### src/rtl/enc_dec_apb_master.sv
// Command/response front end driving a single APB requester port.
// One transaction in flight; misaligned commands are answered with an error without touching APB.
module enc_dec_apb_master #(
    parameter int unsigned AMBA_ADDR_WIDTH = 32,
    parameter int unsigned AMBA_WORD       = 32,
    parameter int unsigned TIMEOUT_CYCLES  = 16
) (
    input  logic                       clk,
    input  logic                       rstn,
    input  logic                       cmd_valid,
    output logic                       cmd_ready,
    input  logic                       cmd_write,
    input  logic [AMBA_ADDR_WIDTH-1:0] cmd_addr,
    input  logic [AMBA_WORD-1:0]       cmd_wdata,
    output logic                       rsp_valid,
    input  logic                       rsp_ready,
    output logic [AMBA_WORD-1:0]       rsp_rdata,
    output logic                       rsp_err,
    output logic                       psel,
    output logic                       penable,
    output logic                       pwrite,
    output logic [AMBA_ADDR_WIDTH-1:0] paddr,
    output logic [AMBA_WORD-1:0]       pwdata,
    input  logic [AMBA_WORD-1:0]       prdata,
    input  logic                       pready,
    input  logic                       pslverr,
    output logic                       busy
);

    localparam int unsigned CW = $clog2(TIMEOUT_CYCLES + 1);
    localparam logic [CW-1:0] LAST_WAIT = CW'(TIMEOUT_CYCLES - 1);

    typedef enum logic [1:0] {IDLE, SETUP, ACCESS, RESP} state_t;

    state_t                     r_state;
    state_t                     w_next;
    logic [CW-1:0]              r_cnt;
    logic [AMBA_ADDR_WIDTH-1:0] r_paddr;
    logic                       r_pwrite;
    logic [AMBA_WORD-1:0]       r_pwdata;
    logic [AMBA_WORD-1:0]       r_rdata;
    logic                       r_err;
    logic                       w_accept;
    logic                       w_misaligned;
    logic                       w_timeout;

    assign w_accept     = cmd_valid && (r_state == IDLE);
    assign w_misaligned = (cmd_addr[1:0] != 2'b00);
    // Abort on the wait cycle that would bring the counter to TIMEOUT_CYCLES; pready in that cycle still wins.
    assign w_timeout    = (r_state == ACCESS) && !pready && (r_cnt == LAST_WAIT);

    always_ff @(posedge clk or negedge rstn) begin
        if (!rstn) r_state <= IDLE;
        else       r_state <= w_next;
    end

    always_comb begin
        w_next = r_state;
        case (r_state)
            IDLE:    if (w_accept) w_next = w_misaligned ? RESP : SETUP;
            SETUP:   w_next = ACCESS;
            ACCESS:  if (pready || w_timeout) w_next = RESP;
            RESP:    if (rsp_ready) w_next = IDLE;
            default: w_next = IDLE;
        endcase
    end

    always_comb begin
        cmd_ready = (r_state == IDLE) && rstn;
        psel      = (r_state == SETUP) || (r_state == ACCESS);
        penable   = (r_state == ACCESS);
        rsp_valid = (r_state == RESP);
        busy      = (r_state != IDLE);
    end

    always_ff @(posedge clk or negedge rstn) begin
        if (!rstn) begin
            r_cnt    <= '0;
            r_paddr  <= '0;
            r_pwrite <= 1'b0;
            r_pwdata <= '0;
            r_rdata  <= '0;
            r_err    <= 1'b0;
        end else if (w_accept) begin
            r_rdata <= '0;
            if (w_misaligned) begin
                r_err <= 1'b1;
            end else begin
                r_err    <= 1'b0;
                r_cnt    <= '0;
                r_paddr  <= cmd_addr;
                r_pwrite <= cmd_write;
                r_pwdata <= cmd_write ? cmd_wdata : '0;
            end
        end else if (r_state == ACCESS) begin
            if (pready) begin
                r_err   <= pslverr;
                r_rdata <= (!r_pwrite && !pslverr) ? prdata : '0;
            end else if (w_timeout) begin
                r_err   <= 1'b1;
                r_rdata <= '0;
            end else begin
                r_cnt <= r_cnt + 1'b1;
            end
        end
    end

    assign paddr     = r_paddr;
    assign pwrite    = r_pwrite;
    assign pwdata    = r_pwdata;
    assign rsp_rdata = r_rdata;
    assign rsp_err   = r_err;

endmodule

### config.mk
export PLATFORM = sky130hd
export DESIGN_NAME = enc_dec_apb_master
export DESIGN_NICKNAME = d
export VERILOG_FILES = /design/src/rtl/enc_dec_apb_master.sv
export SDC_FILE = /design/constraint.sdc
export NUM_CORES = 1
export LEC_CHECK = 0
export ABC_AREA = 1
export CAP_MARGIN = 20
export CORE_UTILIZATION = 35
export CTS_CLUSTER_SIZE = 20
export DETAILED_ROUTE_END_ITERATION = 16
export GPL_TIMING_DRIVEN = 0
export PLACE_DENSITY_LB_ADDON = 0.08
export SYNTH_ARGS = -nofsm -noshare
export SYNTH_HDL_FRONTEND = slang
export SYNTH_SLANG_ARGS = --single-unit
### constraint.sdc
create_clock -name clk -period 1.8 [get_ports clk]
set_clock_uncertainty 0.15 [all_clocks]
set_input_delay 0.36 -clock clk [delete_from_list [all_inputs] [get_ports clk]]
set_output_delay 0.36 -clock clk [all_outputs]
set_load 0.02 [all_outputs]
; ---- After elaboration in Yosys (flattened, before gate mapping)
; Index checks and enable logic that the tools add are counted.
[word_totals]
register_bits = 105
word_cells = 59
[op_classes]
bitwise = 1
n_addsub = 1
n_reduce_logical = 19
mux = 21
eq_ne = 10
[op_table]
columns = cell, count
row1 = 32-bit 2-to-1 mux, 6
row2 = 5-bit 2-to-1 mux, 5
row3 = 2-bit 2-to-1 mux, 4
row4 = 2-bit one-hot mux with 4 select lines, 1
row5 = "2-bit by 1-bit != test with 1-bit output, second input constant", 3
row6 = "2-bit != test, second input constant", 3
row7 = 2-bit nonzero test, 3
row8 = "5-bit by 1-bit adder with 5-bit output, second input constant", 1
row9 = "5-bit by 4-bit == test with 1-bit output, second input constant", 1
row10 = 1-bit logical AND, 5
row11 = 1-bit 2-to-1 mux, 5
row12 = "2-bit == test, second input constant", 2
row13 = 2-bit AND reduction, 2
row14 = 4-bit AND reduction, 1
row15 = 1-bit zero test, 3
row16 = 3-bit AND reduction, 1
row17 = 3-bit nonzero test, 1
row18 = "2-bit by 1-bit == test with 1-bit output, second input constant", 1
row19 = 2-bit zero test, 1
row20 = 1-bit logical OR, 2
row21 = 1-bit inverter, 1

; ---- Logic depth before layout (Yosys ltp)
; Gate-level depths: netlist of the first run.
[depth]
word_depth = 7
depth_mapped = 10
mapped_depth_nobuf = 10

; ---- Least setup slack after synthesis of the first run
; Ideal clock, no wire load.
[synth_path]
path_type = flip-flop to flip-flop
start = register r_cnt[0]
end = register r_rdata[10], in the netlist rsp_rdata[10]
n_path_buf = 1
arrival_ns = 1.523
period_less_slack_ns = 1.790
path_stages_with_launch = 10
required_time_ns = 1.533
slack_ns = 0.010
cell_sequence = dfrtp_1 ha_1 inv_1 nor3_1 ha_1 o21ai_2 nand2_2 buf_2 nand3_1 nand2_1
[synth_between]
elab_chain_cells = 4
[synth_rtl]
columns = element, line
row1 = "start, declared", 37  ; logic [CW-1:0] r_cnt;
row2 = "start signal, assigned", 103  ; r_cnt <= r_cnt + 1'b1;
row3 = 5-bit by 4-bit == test with 1-bit output, 50  ; assign w_timeout = (r_state == ACCESS) && !pready && (r_cnt == LAST_WAIT);
row4 = 1-bit logical AND, 50
row5 = 3-bit nonzero test (no line), n/a
row6 = 2-bit AND reduction (no line), n/a
row7 = "end signal, assigned", 98  ; r_rdata <= (!r_pwrite && !pslverr) ? prdata : '0;
row8 = "end, declared", 41  ; logic [AMBA_WORD-1:0] r_rdata;
; No other way between the ends.
; A chain may end at the register's enable or synchronous reset.

; ---- Worst setup path in the final report of the first run
[layout_path]
start = register r_cnt[0]
end = register r_rdata[23], in the netlist rsp_rdata[23]
; Same word-level chain as after synthesis.

==> impl_table.tex, run 1 <==
\begin{tabular}{lr}
\hline
Metric & Value \\
\hline
\multicolumn{2}{l}{\textbf{STA}} \\
Worst-margin pin slew & 0.4943 ns \\
Worst setup slack after layout & -0.009551 ns \\
Max Clock Freq & between 0.5 and 0.6 GHz \\
Final-report setup violation count & 10 \\
Setup TNS & -0.05136 ns \\
Final Cycle Share & 100.5\% \\
Slew Viols, Final & 0 \\
Shortest clock period the worst path allows after layout & 1.810 ns \\
Worst hold slack & -0.2567 ns \\
Setup repair after global routing missed its margin & true \\
Worst max-slew margin expressed relative to the limit & 67.05\% \\
Number of hold-slack violations in the final timing report & 64 \\
\multicolumn{2}{l}{\textbf{Place}} \\
Number of buffers inserted by port buffering & 204 \\
DPL Wire Length & 9.245 mm \\
Placed Area & 6686 um\^{}2 \\
Final Wtd Congestion & 0.7389 \\
\multicolumn{2}{l}{\textbf{Power and ir drop}} \\
Combinational share of power & roughly 46\% \\
Relative contribution of the clock network to total power & roughly 19\% \\
Sw Ratio & 39.16\% \\
Total power & 10,810 uW \\
Worst ir drop on vdd & $\sim$1000 uV \\
Flop pwr share & 34.6\% \\
Cell-internal power & around 6600 uW \\
Psw & $\sim$4200 uW \\
Standby leakage power & 0.003855 uW \\
Power per standard cell area & 1496 nW/um\^{}2 \\
\multicolumn{2}{l}{\textbf{Logic synthesis}} \\
Synthesized net count & 611 \\
Ranking of synthesized cells by area & sky130\_fd\_sc\_hd\_\_dfrtp\_1 (59\%), sky130\_fd\_sc\_hd\_\_nand2\_1 (19\%), sky130\_fd\_sc\_hd\_\_nand3\_1 (8.0\%) \\
Share of the synthesized area in the top cell type & 59.49\% \\
Library cells used by synthesis & 20 \\
Number of register bits inferred by synthesis & 105 \\
Number of instances in the synthesized netlist & 502 \\
Yosys Warn Count & 0 \\
Post-synthesis sequential area ratio & 59.49\% \\
Cell type with the highest aggregate area in the netlist & sky130\_fd\_sc\_hd\_\_dfrtp\_1 \\
Average size of a mapped cell & 8.798 um\^{}2 \\
Post-synth design cell area & about 4400 um\^{}2 \\
\multicolumn{2}{l}{\textbf{Critical path}} \\
Most frequent cell on the critical path & sky130\_fd\_sc\_hd\_\_ha\_2 \\
Register-to-register path setup slack & -0.01 ns \\
Cell-by-cell listing of the critical path & ha\_2, inv\_2, nor3\_2, ha\_2, o21ai\_4, nand2\_4, buf\_4, nand3\_1, nand2\_1 \\
Maximum fanout encountered on the critical timing path & 8 \\
Category of the worst setup path launch point & register \\
Worst r2r src & r\_cnt[0]\$\_DFFE\_PN0P\_ \\
Kind of critical path & reg2reg \\
Biggest cell delay along the critical path & 0.40 ns \\
Slowest stage cell, crit path & sky130\_fd\_sc\_hd\_\_dfrtp\_1 \\
R2r endpoint & rsp\_rdata[23]\$\_DFFE\_PN0P\_ \\
Critical Path RT & 1.89 ns \\
Worst path top cell family by delay & flip-flops \\
Count of buffer and inverter cells on the critical path & 2 \\
Kind of capture point of the worst setup path & register \\
Register-to-Register Path Depth & 9 \\
Worst Path Arrival & between 1.5 and 2 ns \\
\multicolumn{2}{l}{\textbf{Clocking}} \\
Number of sinks handled by clock tree synthesis & 105 \\
Number of levels in the clock H-tree & 3 \\
Clock Tree Root & sky130\_fd\_sc\_hd\_\_clkbuf\_16 \\
Clock latency of the later-clocked register in the worst-skew pair & 0.34 ns \\
Clock-pin transition on the worst setup and hold timing paths & 0.07 ns \\
Buffer depth of the longest clock path & 2 \\
Number of buffers inserted during clock tree synthesis & 9 \\
TritonCTS clock tree & yes \\
\multicolumn{2}{l}{\textbf{Finish}} \\
Layout area overhead & 63.68\% \\
Footprint of the multi-input gates & 1674 um\^{}2 \\
Most frequent standard cell in the layout excluding fill and tap cells & sky130\_fd\_sc\_hd\_\_nand2\_1 \\
Final instance area & a little over 7000 um\^{}2 \\
Fill cells & 1,144 \\
Commonest non-fill, non-tap cells in the layout & sky130\_fd\_sc\_hd\_\_nand2\_1 (215), sky130\_fd\_sc\_hd\_\_dfrtp\_1 (105), sky130\_fd\_sc\_hd\_\_clkdlybuf4s50\_1 (100), sky130\_fd\_sc\_hd\_\_dlygate4sd2\_1 (98), sky130\_fd\_sc\_hd\_\_nand3\_1 (54) \\
Final \#Nets & roughly 840 \\
Share of post-route cells with drive strength above 1 & a little over an eighth \\
Antenna diodes & 0 \\
Reg area & 2628 um\^{}2 \\
\multicolumn{2}{l}{\textbf{Floorplan}} \\
Die Y & 114.3 um \\
X dimension of the die & $\sim$110 um \\
Total core area & 12,160 um\^{}2 \\
Top Ports & around 210 \\
Die area & about 13,000 um\^{}2 \\
Num rows & 40 \\
Initial standard-cell utilization of the core & 36.32\% \\
\multicolumn{2}{l}{\textbf{Drt}} \\
Detailed Routing Iterations Pass 1 & 4 \\
DRC marker count from the first detailed-route iteration & 227 \\
Final routed wirelength across all metal layers & 12.72 mm \\
Residual DRC count & 0 \\
Total via count after detailed routing & 4,146 \\
Via/cell ratio & about 4.6 \\
Average wire per standard cell & roughly 14 um \\
Routed Antenna Nets & 0 \\
\multicolumn{2}{l}{\textbf{Job}} \\
Total of max-cap violations & 0 \\
\multicolumn{2}{l}{\textbf{Global routing}} \\
Tot GR Track Use & 20.01\% \\
Largest net degree at the start of global routing & 66 \\
GR Overflow Total & 0 \\
Via count of the first global-routing pass & 3,955 \\
First-pass GRT wire length & a little over 20 mm \\
Number of antenna violations at the first check in global routing & 0 \\
\multicolumn{2}{l}{\textbf{Status}} \\
Violations in the final reports & hold timing, setup timing \\
Status & complete, but fails checks \\
\multicolumn{2}{l}{\textbf{Worst hold path}} \\
Path category of the worst min-delay check & in2async \\
\hline
\end{tabular}
## cells by family (layout without fill, tap and decap cells)
family,Yosys count,after routing,synth area share [%]
AO/OA/AOI/OAI,39,39,4.759
AND/OR/NAND/NOR,300,300,27.88
flip-flops,105,105,59.49
adder cells (fa/ha/maj),6,6,1.700
buffers and inverters,52,285,6.175
## sequential cells by signal, indices dropped and copies added (netlist names)
name       flops
paddr         32
pwdata        32
pwrite         1
r_cnt          5
r_state        2
rsp_err        1
rsp_rdata     32
## Yosys cell counts
| library cell | count |
|---|---|
| sky130_fd_sc_hd__nor2_1 | 4 |
| sky130_fd_sc_hd__nand2_1 | 218 |
| sky130_fd_sc_hd__o21ai_2 | 4 |
| sky130_fd_sc_hd__dfrtp_1 | 105 |
| sky130_fd_sc_hd__clkbuf_2 | 1 |
| sky130_fd_sc_hd__buf_6 | 6 |
| sky130_fd_sc_hd__nand4_1 | 2 |
| sky130_fd_sc_hd__nor2_2 | 1 |
| sky130_fd_sc_hd__inv_2 | 2 |
| sky130_fd_sc_hd__o21ai_1 | 17 |
| sky130_fd_sc_hd__nand2_2 | 3 |
| sky130_fd_sc_hd__inv_1 | 20 |
| sky130_fd_sc_hd__nand3_1 | 71 |
| sky130_fd_sc_hd__a21oi_1 | 1 |
| sky130_fd_sc_hd__nor3_1 | 1 |
| sky130_fd_sc_hd__buf_2 | 16 |
| sky130_fd_sc_hd__ha_1 | 6 |
| sky130_fd_sc_hd__buf_4 | 3 |
| sky130_fd_sc_hd__clkbuf_1 | 4 |
| sky130_fd_sc_hd__o21ai_0 | 17 |
## what timing repair did
action,in CTS,in global routing
hold endpoints to repair,64,64
setup endpoints to repair,153,90
pin swaps,5,11
cloned,0,3
gates resized for setup,143,41
setup buffers,8,2
## power groups by stage
stage                     registers (uW)  clock network [uW]  logic, uW
final                               3750                2100       4970
after global routing                3860                2250       5410
after CTS                           3750                2160       4760
after detailed placement            3830                   0       5120
after global placement              3790                   0       5060
after floorplan                     4860                   0       1470
## worst register-to-register path, stage by stage, from the launching register on
cell and delay [ns]:
sky130_fd_sc_hd__dfrtp_1 0.40, sky130_fd_sc_hd__ha_2 0.20, sky130_fd_sc_hd__inv_2 0.06, sky130_fd_sc_hd__nor3_2 0.04, sky130_fd_sc_hd__ha_2 0.20, sky130_fd_sc_hd__o21ai_4 0.20, sky130_fd_sc_hd__nand2_4 0.15, sky130_fd_sc_hd__buf_4 0.19
sky130_fd_sc_hd__nand3_1 0.06, sky130_fd_sc_hd__nand2_1 0.05
## layout make-up
| cell class | count | share of cell area, % |
|---|---|---|
| inverter | 22 | 1.177 |
| clock inverter | 5 | 1.090 |
| clock buffer | 11 | 3.358 |
| multi-input combinational | 345 | 23.16 |
| timing repair buffer | 218 | 28.75 |
| buffer | 29 | 3.219 |
| tap | 168 | 2.908 |
| sequential | 105 | 36.34 |
## per-stage QoR
stage	utilization, %	hold slack [ns]	instances	worst slack, ns
2_1_floorplan	-	-0.08559	502	0.009730
3_3_place_gp	54.84	0.3085	874	-3.984
3_5_place_dp	54.98	0.3145	875	-0.8502
4_1_cts	57.82	-0.2415	898	0.001311
5_1_grt	59.44	-0.2440	903	-0.09246
6_report	59.44	-0.2567	903	-0.009551
## worst max path at each step
stage	cells after the start	from	endpoint	slack, ns
after floorplan	9	r_cnt[0]$_DFFE_PN0P_	rsp_rdata[10]$_DFFE_PN0P_	0.01
after global placement	4	rstn	cmd_ready	-3.98
after detailed placement	5	rstn	cmd_ready	-0.85
after CTS	9	r_cnt[0]$_DFFE_PN0P_	rsp_rdata[19]$_DFFE_PN0P_	0.001
after global routing	9	r_cnt[0]$_DFFE_PN0P_	rsp_rdata[10]$_DFFE_PN0P_	-0.09
final	9	r_cnt[0]$_DFFE_PN0P_	rsp_rdata[23]$_DFFE_PN0P_	-0.01
## per-layer routing
layer	share of wire, %	global-route usage [%]	vias up
met2	49	33.29	125
met5	0	0	-
met3	5.0	4.023	16
met4	1.7	8.052	0
li1	-	-	2053
met1	44	25.61	1952
Note: power is estimated with default switching activity, not from simulation.
==> run 2, diff against run 1 <==
CTS_CLUSTER_DIAMETER = 50   (was unset)
TNS_END_PERCENT = 10   (was unset)
==> impl_table.tex, run 2 (synthesis results as in run 1) <==
\begin{tabular}{lr}
\hline
Metric & Value \\
\hline
\multicolumn{2}{l}{\textbf{STA}} \\
Setup repair after global routing missed its margin & true \\
Final-report setup violation count & 0 \\
Worst-margin pin slew & $\sim$0.5 ns \\
Worst hold slack & -0.2576 ns \\
Number of hold-slack violations in the final timing report & 64 \\
Final Cycle Share & 99.93\% \\
Shortest clock period the worst path allows after layout & roughly 1.8 ns \\
Max Clock Freq & 0.5560 GHz \\
Setup TNS & 0 ns \\
Worst max-slew margin expressed relative to the limit & 67.07\% \\
Slew Viols, Final & 0 \\
\multicolumn{2}{l}{\textbf{Drt}} \\
Detailed Routing Iterations Pass 1 & 5 \\
Routed Antenna Nets & 0 \\
Final routed wirelength across all metal layers & 12.60 mm \\
Total via count after detailed routing & 4,130 \\
DRC marker count from the first detailed-route iteration & 261 \\
Average wire per standard cell & 13.99 um \\
Residual DRC count & 0 \\
Via/cell ratio & 4.584 \\
\multicolumn{2}{l}{\textbf{Clocking}} \\
Clock-pin transition on the worst setup and hold timing paths & roughly 0.07 ns \\
Number of sinks handled by clock tree synthesis & between 100 and 150 \\
Number of buffers inserted during clock tree synthesis & 9 \\
Clock Tree Root & sky130\_fd\_sc\_hd\_\_clkbuf\_16 \\
Number of levels in the clock H-tree & 3 \\
Clock latency of the later-clocked register in the worst-skew pair & $\sim$0.34 ns \\
TritonCTS clock tree & yes \\
Buffer depth of the longest clock path & 2 \\
\multicolumn{2}{l}{\textbf{Job}} \\
Total of max-cap violations & 0 \\
\multicolumn{2}{l}{\textbf{Place}} \\
Final Wtd Congestion & 0.7389 \\
DPL Wire Length & 9.245 mm \\
Number of buffers inserted by port buffering & 204 \\
\multicolumn{2}{l}{\textbf{Floorplan}} \\
Die Y & 114.3 um \\
Die area & 13,070 um\^{}2 \\
Top Ports & 206 \\
Initial standard-cell utilization of the core & 36.32\% \\
Total core area & 12,160 um\^{}2 \\
X dimension of the die & 114.3 um \\
Num rows & 40 \\
\multicolumn{2}{l}{\textbf{Global routing}} \\
First-pass GRT wire length & 20.19 mm \\
Number of antenna violations at the first check in global routing & 0 \\
GR Overflow Total & 0 \\
Tot GR Track Use & 20.01\% \\
Via count of the first global-routing pass & between 3,000 and 4,000 \\
Largest net degree at the start of global routing & 66 \\
\multicolumn{2}{l}{\textbf{Status}} \\
Violations in the final reports & hold timing \\
Status & complete, but fails checks \\
\multicolumn{2}{l}{\textbf{Power and ir drop}} \\
Cell-internal power & about 6500 uW \\
Flop pwr share & about a third \\
Power per standard cell area & 1496 nW/um\^{}2 \\
Combinational share of power & 45.6\% \\
Worst ir drop on vdd & 870.5 uV \\
Sw Ratio & 39.11\% \\
Psw & 4202 uW \\
Standby leakage power & 0.003829 uW \\
Relative contribution of the clock network to total power & 19.6\% \\
\multicolumn{2}{l}{\textbf{Critical path}} \\
Worst r2r src & r\_cnt[0]\$\_DFFE\_PN0P\_ \\
Category of the worst setup path launch point & register \\
Kind of critical path & reg2reg \\
Critical Path RT & 1.89 ns \\
Cell-by-cell listing of the critical path & ha\_2, inv\_2, nor3\_2, ha\_2, o21ai\_4, nand2\_4, buf\_2, nand3\_1, nand2\_1 \\
Worst Path Arrival & roughly 1.9 ns \\
Worst path top cell family by delay & flip-flops \\
Maximum fanout encountered on the critical timing path & 7 \\
Kind of capture point of the worst setup path & register \\
Biggest cell delay along the critical path & 0.40 ns \\
Most frequent cell on the critical path & sky130\_fd\_sc\_hd\_\_ha\_2 \\
Critical path origin & r\_cnt[0]\$\_DFFE\_PN0P\_ \\
Count of buffer and inverter cells on the critical path & 2 \\
Slowest stage cell, crit path & sky130\_fd\_sc\_hd\_\_dfrtp\_1 \\
\multicolumn{2}{l}{\textbf{Finish}} \\
Most frequent standard cell in the layout excluding fill and tap cells & sky130\_fd\_sc\_hd\_\_nand2\_1 \\
Layout area overhead & 62.58\% \\
Commonest non-fill, non-tap cells in the layout & sky130\_fd\_sc\_hd\_\_nand2\_1 (217), sky130\_fd\_sc\_hd\_\_dfrtp\_1 (105), sky130\_fd\_sc\_hd\_\_clkdlybuf4s50\_1 (100), sky130\_fd\_sc\_hd\_\_dlygate4sd2\_1 (98), sky130\_fd\_sc\_hd\_\_nand3\_1 (57) \\
Final \#Nets & between 800 and 900 \\
Fill cells & 1,146 \\
Share of post-route cells with drive strength above 1 & approximately an eighth \\
Antenna diodes & 0 \\
\multicolumn{2}{l}{\textbf{Worst hold path}} \\
Path category of the worst min-delay check & in2async \\
\hline
\end{tabular}
run 2: per-stage QoR:
step	total power (uW)	utilization, %	worst slack [ns]	area [um^2]	instances
final	10740	59.04	0.001319	7181	901
after global routing	11460	59.04	-0.09156	7181	901
after CTS	10670	57.82	0.001311	7032	898
after detailed placement	8950	54.98	-0.8502	6686	875
after global placement	8844	54.84	-3.984	6669	874
after floorplan	6330	-	0.009730	4417	502
run 2: metal layers:
| layer | track usage [%] | share of wire [%] | vias up |
|---|---|---|---|
| met2 | 33.29 | 49 | 120 |
| met1 | 25.61 | 44 | 1944 |
| met3 | 4.023 | 5.0 | 16 |
| li1 | - | - | 2050 |
| met5 | 0 | 0 | - |
| met4 | 8.052 | 1.7 | 0 |
run 2: path summary, 6_finish.rpt:
path / end / slack (ns) / depth (start not counted)
max: rsp_rdata[7]$_DFFE_PN0P_ / 0.001 / 9
min: paddr[14]$_DFFE_PN0P_ / -0.26 / 1
max reg2reg: rsp_rdata[7]$_DFFE_PN0P_ / 0.001 / 9
min reg2reg: paddr[27]$_DFFE_PN0P_ / 0.32 / 2
max in group asynchronous: rsp_err$_DFFE_PN0P_ / 1.24 / 2
min in group clk: pwdata[21]$_DFFE_PN0P_ / 0.19 / 3
run 2: worst register-to-register path, delay by kind of cell, from the launching register on:
kind                       cells  cell delay, ns
AOI/OAI and AO/OA              1            0.20
DFF                            1            0.40
buffers and inverters          2            0.25
and+or+nand+nor                4            0.31
adders and majority gates      2            0.40
run 2: power groups by stage:
stage                     sequential [uW]  combinational, uW  clock (uW)
after floorplan                      4860               1470           0
after global placement               3790               5060           0
after detailed placement             3830               5120           0
after CTS                            3750               4760        2160
after global routing                 3860               5350        2250
final                                3750               4890        2100
run 2: repair_timing:
item,CTS,global route
setup buffers,8,1
endpoints found under the setup margin,153,90
gates cloned,0,2
resized for setup,143,31
endpoints found under the hold margin,64,64
pin swaps,5,6
run 2: area by class of cell:
cell class                 count  area, um^2  share of cell area [%]
clock buffer                  11       242.7                   3.380
buffer                        29       226.5                   3.154
inverter                      22       85.08                   1.185
sequential                   105        2628                   36.59
multi-input combinational    345        1649                   22.97
timing repair buffer         216        2061                   28.70
tap                          168       210.2                   2.927
clock inverter                 5       78.83                   1.098
==> run 3, diff against run 2 <==
CTS_CLUSTER_DIAMETER = 60   (was 50)
SLEW_MARGIN = 40   (was unset)
==> impl_table.tex, run 3 (synthesis results as in run 1) <==
\begin{tabular}{lr}
\hline
Metric & Value \\
\hline
\multicolumn{2}{l}{\textbf{Status}} \\
Status & complete, but fails checks \\
Violations in the final reports & hold timing, setup timing \\
\multicolumn{2}{l}{\textbf{Critical path}} \\
Critical Path RT & between 1.5 and 2 ns \\
Register-to-Register Path Depth & 9 \\
Kind of capture point of the worst setup path & register \\
Kind of critical path & reg2reg \\
Worst Path Arrival & 1.94 ns \\
Category of the worst setup path launch point & register \\
Maximum fanout encountered on the critical timing path & 7 \\
\multicolumn{2}{l}{\textbf{Job}} \\
Total of max-cap violations & 0 \\
\multicolumn{2}{l}{\textbf{STA}} \\
Shortest clock period the worst path allows after layout & $\sim$1.9 ns \\
Final Cycle Share & 102.9\% \\
Worst hold slack & -0.2644 ns \\
Worst setup slack after layout & -0.05254 ns \\
Max Clock Freq & $\sim$0.54 GHz \\
Final-report setup violation count & 21 \\
Worst max-slew margin expressed relative to the limit & 64.63\% \\
Number of hold-slack violations in the final timing report & 64 \\
Worst-margin pin slew & 0.5305 ns \\
Slew Viols, Final & 0 \\
Setup repair after global routing missed its margin & true \\
\multicolumn{2}{l}{\textbf{Floorplan}} \\
Num rows & 40 \\
Total core area & $\sim$12,000 um\^{}2 \\
X dimension of the die & 114.3 um \\
Top Ports & a little over 200 \\
Die area & 13,070 um\^{}2 \\
Die Y & $\sim$110 um \\
Initial standard-cell utilization of the core & 36.32\% \\
\multicolumn{2}{l}{\textbf{Clocking}} \\
Buffer depth of the longest clock path & 2 \\
Clock Tree Root & sky130\_fd\_sc\_hd\_\_clkbuf\_16 \\
Number of levels in the clock H-tree & 3 \\
Clock latency of the later-clocked register in the worst-skew pair & 0.35 ns \\
Clock-pin transition on the worst setup and hold timing paths & $\sim$0.070 ns \\
Number of buffers inserted during clock tree synthesis & 9 \\
Number of sinks handled by clock tree synthesis & about 110 \\
TritonCTS clock tree & yes \\
\multicolumn{2}{l}{\textbf{Place}} \\
Final Wtd Congestion & 0.7389 \\
Dpl ws & -0.5549 ns \\
DPL Wire Length & 9.221 mm \\
Number of buffers inserted by port buffering & 204 \\
\multicolumn{2}{l}{\textbf{Global routing}} \\
GR Overflow Total & 0 \\
Largest net degree at the start of global routing & 66 \\
Via count of the first global-routing pass & 3,982 \\
First-pass GRT wire length & between 20 and 25 mm \\
Tot GR Track Use & 20.01\% \\
Number of antenna violations at the first check in global routing & 0 \\
\multicolumn{2}{l}{\textbf{Finish}} \\
Layout area overhead & 62.66\% \\
Final \#Nets & 837 \\
Antenna diodes & 0 \\
Most frequent standard cell in the layout excluding fill and tap cells & sky130\_fd\_sc\_hd\_\_nand2\_1 \\
Commonest non-fill, non-tap cells in the layout & sky130\_fd\_sc\_hd\_\_nand2\_1 (217), sky130\_fd\_sc\_hd\_\_dfrtp\_1 (105), sky130\_fd\_sc\_hd\_\_clkdlybuf4s50\_1 (100), sky130\_fd\_sc\_hd\_\_dlygate4sd2\_1 (98), sky130\_fd\_sc\_hd\_\_nand3\_1 (60) \\
Share of post-route cells with drive strength above 1 & 12.14\% \\
Fill cells & 1,162 \\
\multicolumn{2}{l}{\textbf{Drt}} \\
Average wire per standard cell & $\sim$14 um \\
Total via count after detailed routing & 4,145 \\
Detailed Routing Iterations Pass 1 & 4 \\
DRC marker count from the first detailed-route iteration & 252 \\
Final routed wirelength across all metal layers & 12.77 mm \\
Routed Antenna Nets & 0 \\
Residual DRC count & 0 \\
Via/cell ratio & 4.600 \\
\multicolumn{2}{l}{\textbf{Power and ir drop}} \\
Power per standard cell area & 1507 nW/um\^{}2 \\
Standby leakage power & 0.003851 uW \\
Worst ir drop on vdd & roughly 950 uV \\
\multicolumn{2}{l}{\textbf{Worst hold path}} \\
Path category of the worst min-delay check & in2async \\
\hline
\end{tabular}
## run 3: timing repair
item | 4_1_cts | 5_1_grt
pin swaps | 5 | 2
setup buffers | 8 | 1
gates cloned | 0 | 2
resized for setup | 141 | 31
setup endpoints to repair | 153 | 93
endpoints found under the hold margin | 64 | 64
## run 3: final cells by class
| type | instances | area [um^2] | area share [%] |
|---|---|---|---|
| buffer | 29 | 236.5 | 3.292 |
| clock buffer | 11 | 242.7 | 3.379 |
| clock inverter | 5 | 78.83 | 1.097 |
| inverter | 22 | 85.08 | 1.184 |
| multi-input combinational | 345 | 1627 | 22.64 |
| sequential | 105 | 2628 | 36.57 |
| tap | 168 | 210.2 | 2.926 |
| timing repair buffer | 216 | 2077 | 28.91 |
## run 3: path summary, 6_finish.rpt
check / from / to / slack [ns]
min in group clk: cmd_write / pwdata[22]$_DFFE_PN0P_ / 0.18
hold / removal: rstn / paddr[13]$_DFFE_PN0P_ / -0.26
setup / recovery: r_cnt[0]$_DFFE_PN0P_ / rsp_rdata[12]$_DFFE_PN0P_ / -0.05
hold reg to reg: paddr[3]$_DFFE_PN0P_ / paddr[3]$_DFFE_PN0P_ / 0.32
setup reg to reg: r_cnt[0]$_DFFE_PN0P_ / rsp_rdata[12]$_DFFE_PN0P_ / -0.05
max in group asynchronous: rstn / pwdata[17]$_DFFE_PN0P_ / 1.22
## run 3: worst max-delay path: stages (launching register included)
cell and delay, ns:
sky130_fd_sc_hd__dfrtp_1 0.40, sky130_fd_sc_hd__ha_2 0.20, sky130_fd_sc_hd__inv_2 0.06, sky130_fd_sc_hd__nor3_2 0.04
sky130_fd_sc_hd__ha_2 0.21, sky130_fd_sc_hd__o21ai_4 0.20, sky130_fd_sc_hd__nand2_4 0.16, sky130_fd_sc_hd__clkbuf_16 0.19
sky130_fd_sc_hd__nand3_1 0.07, sky130_fd_sc_hd__nand2_1 0.06
## run 3: through the flow
stage | TNS, ns | instances | utilization [%] | area (um^2) | power, uW
2_1_floorplan | 0 | 502 | - | 4417 | 6330
3_3_place_gp | -419.50 | 874 | 54.84 | 6669 | 8844
3_5_place_dp | -14.72 | 875 | 55.04 | 6694 | 8946
4_1_cts | 0 | 898 | 57.82 | 7032 | 10660
5_1_grt | -3.264 | 901 | 59.07 | 7184 | 11520
6_report | -0.3047 | 901 | 59.07 | 7184 | 10830
## run 3: routing by layer
metal  vias up  GRT usage (%)  wire, um  part of all wire, %
li1       2039              -         -                    -
met1      1963          25.13      5539                   43
met2       127          33.70      6328                   50
met3        16          5.082       706                  5.5
met4         0          6.667       192                  1.5
met5         -              0         0                    0
## run 3: power breakdown
group          total [uW]  switching [uW]  internal (uW)
clock network        2110             858           1260
logic                4970            2900           2080
registers            3740             475           3270
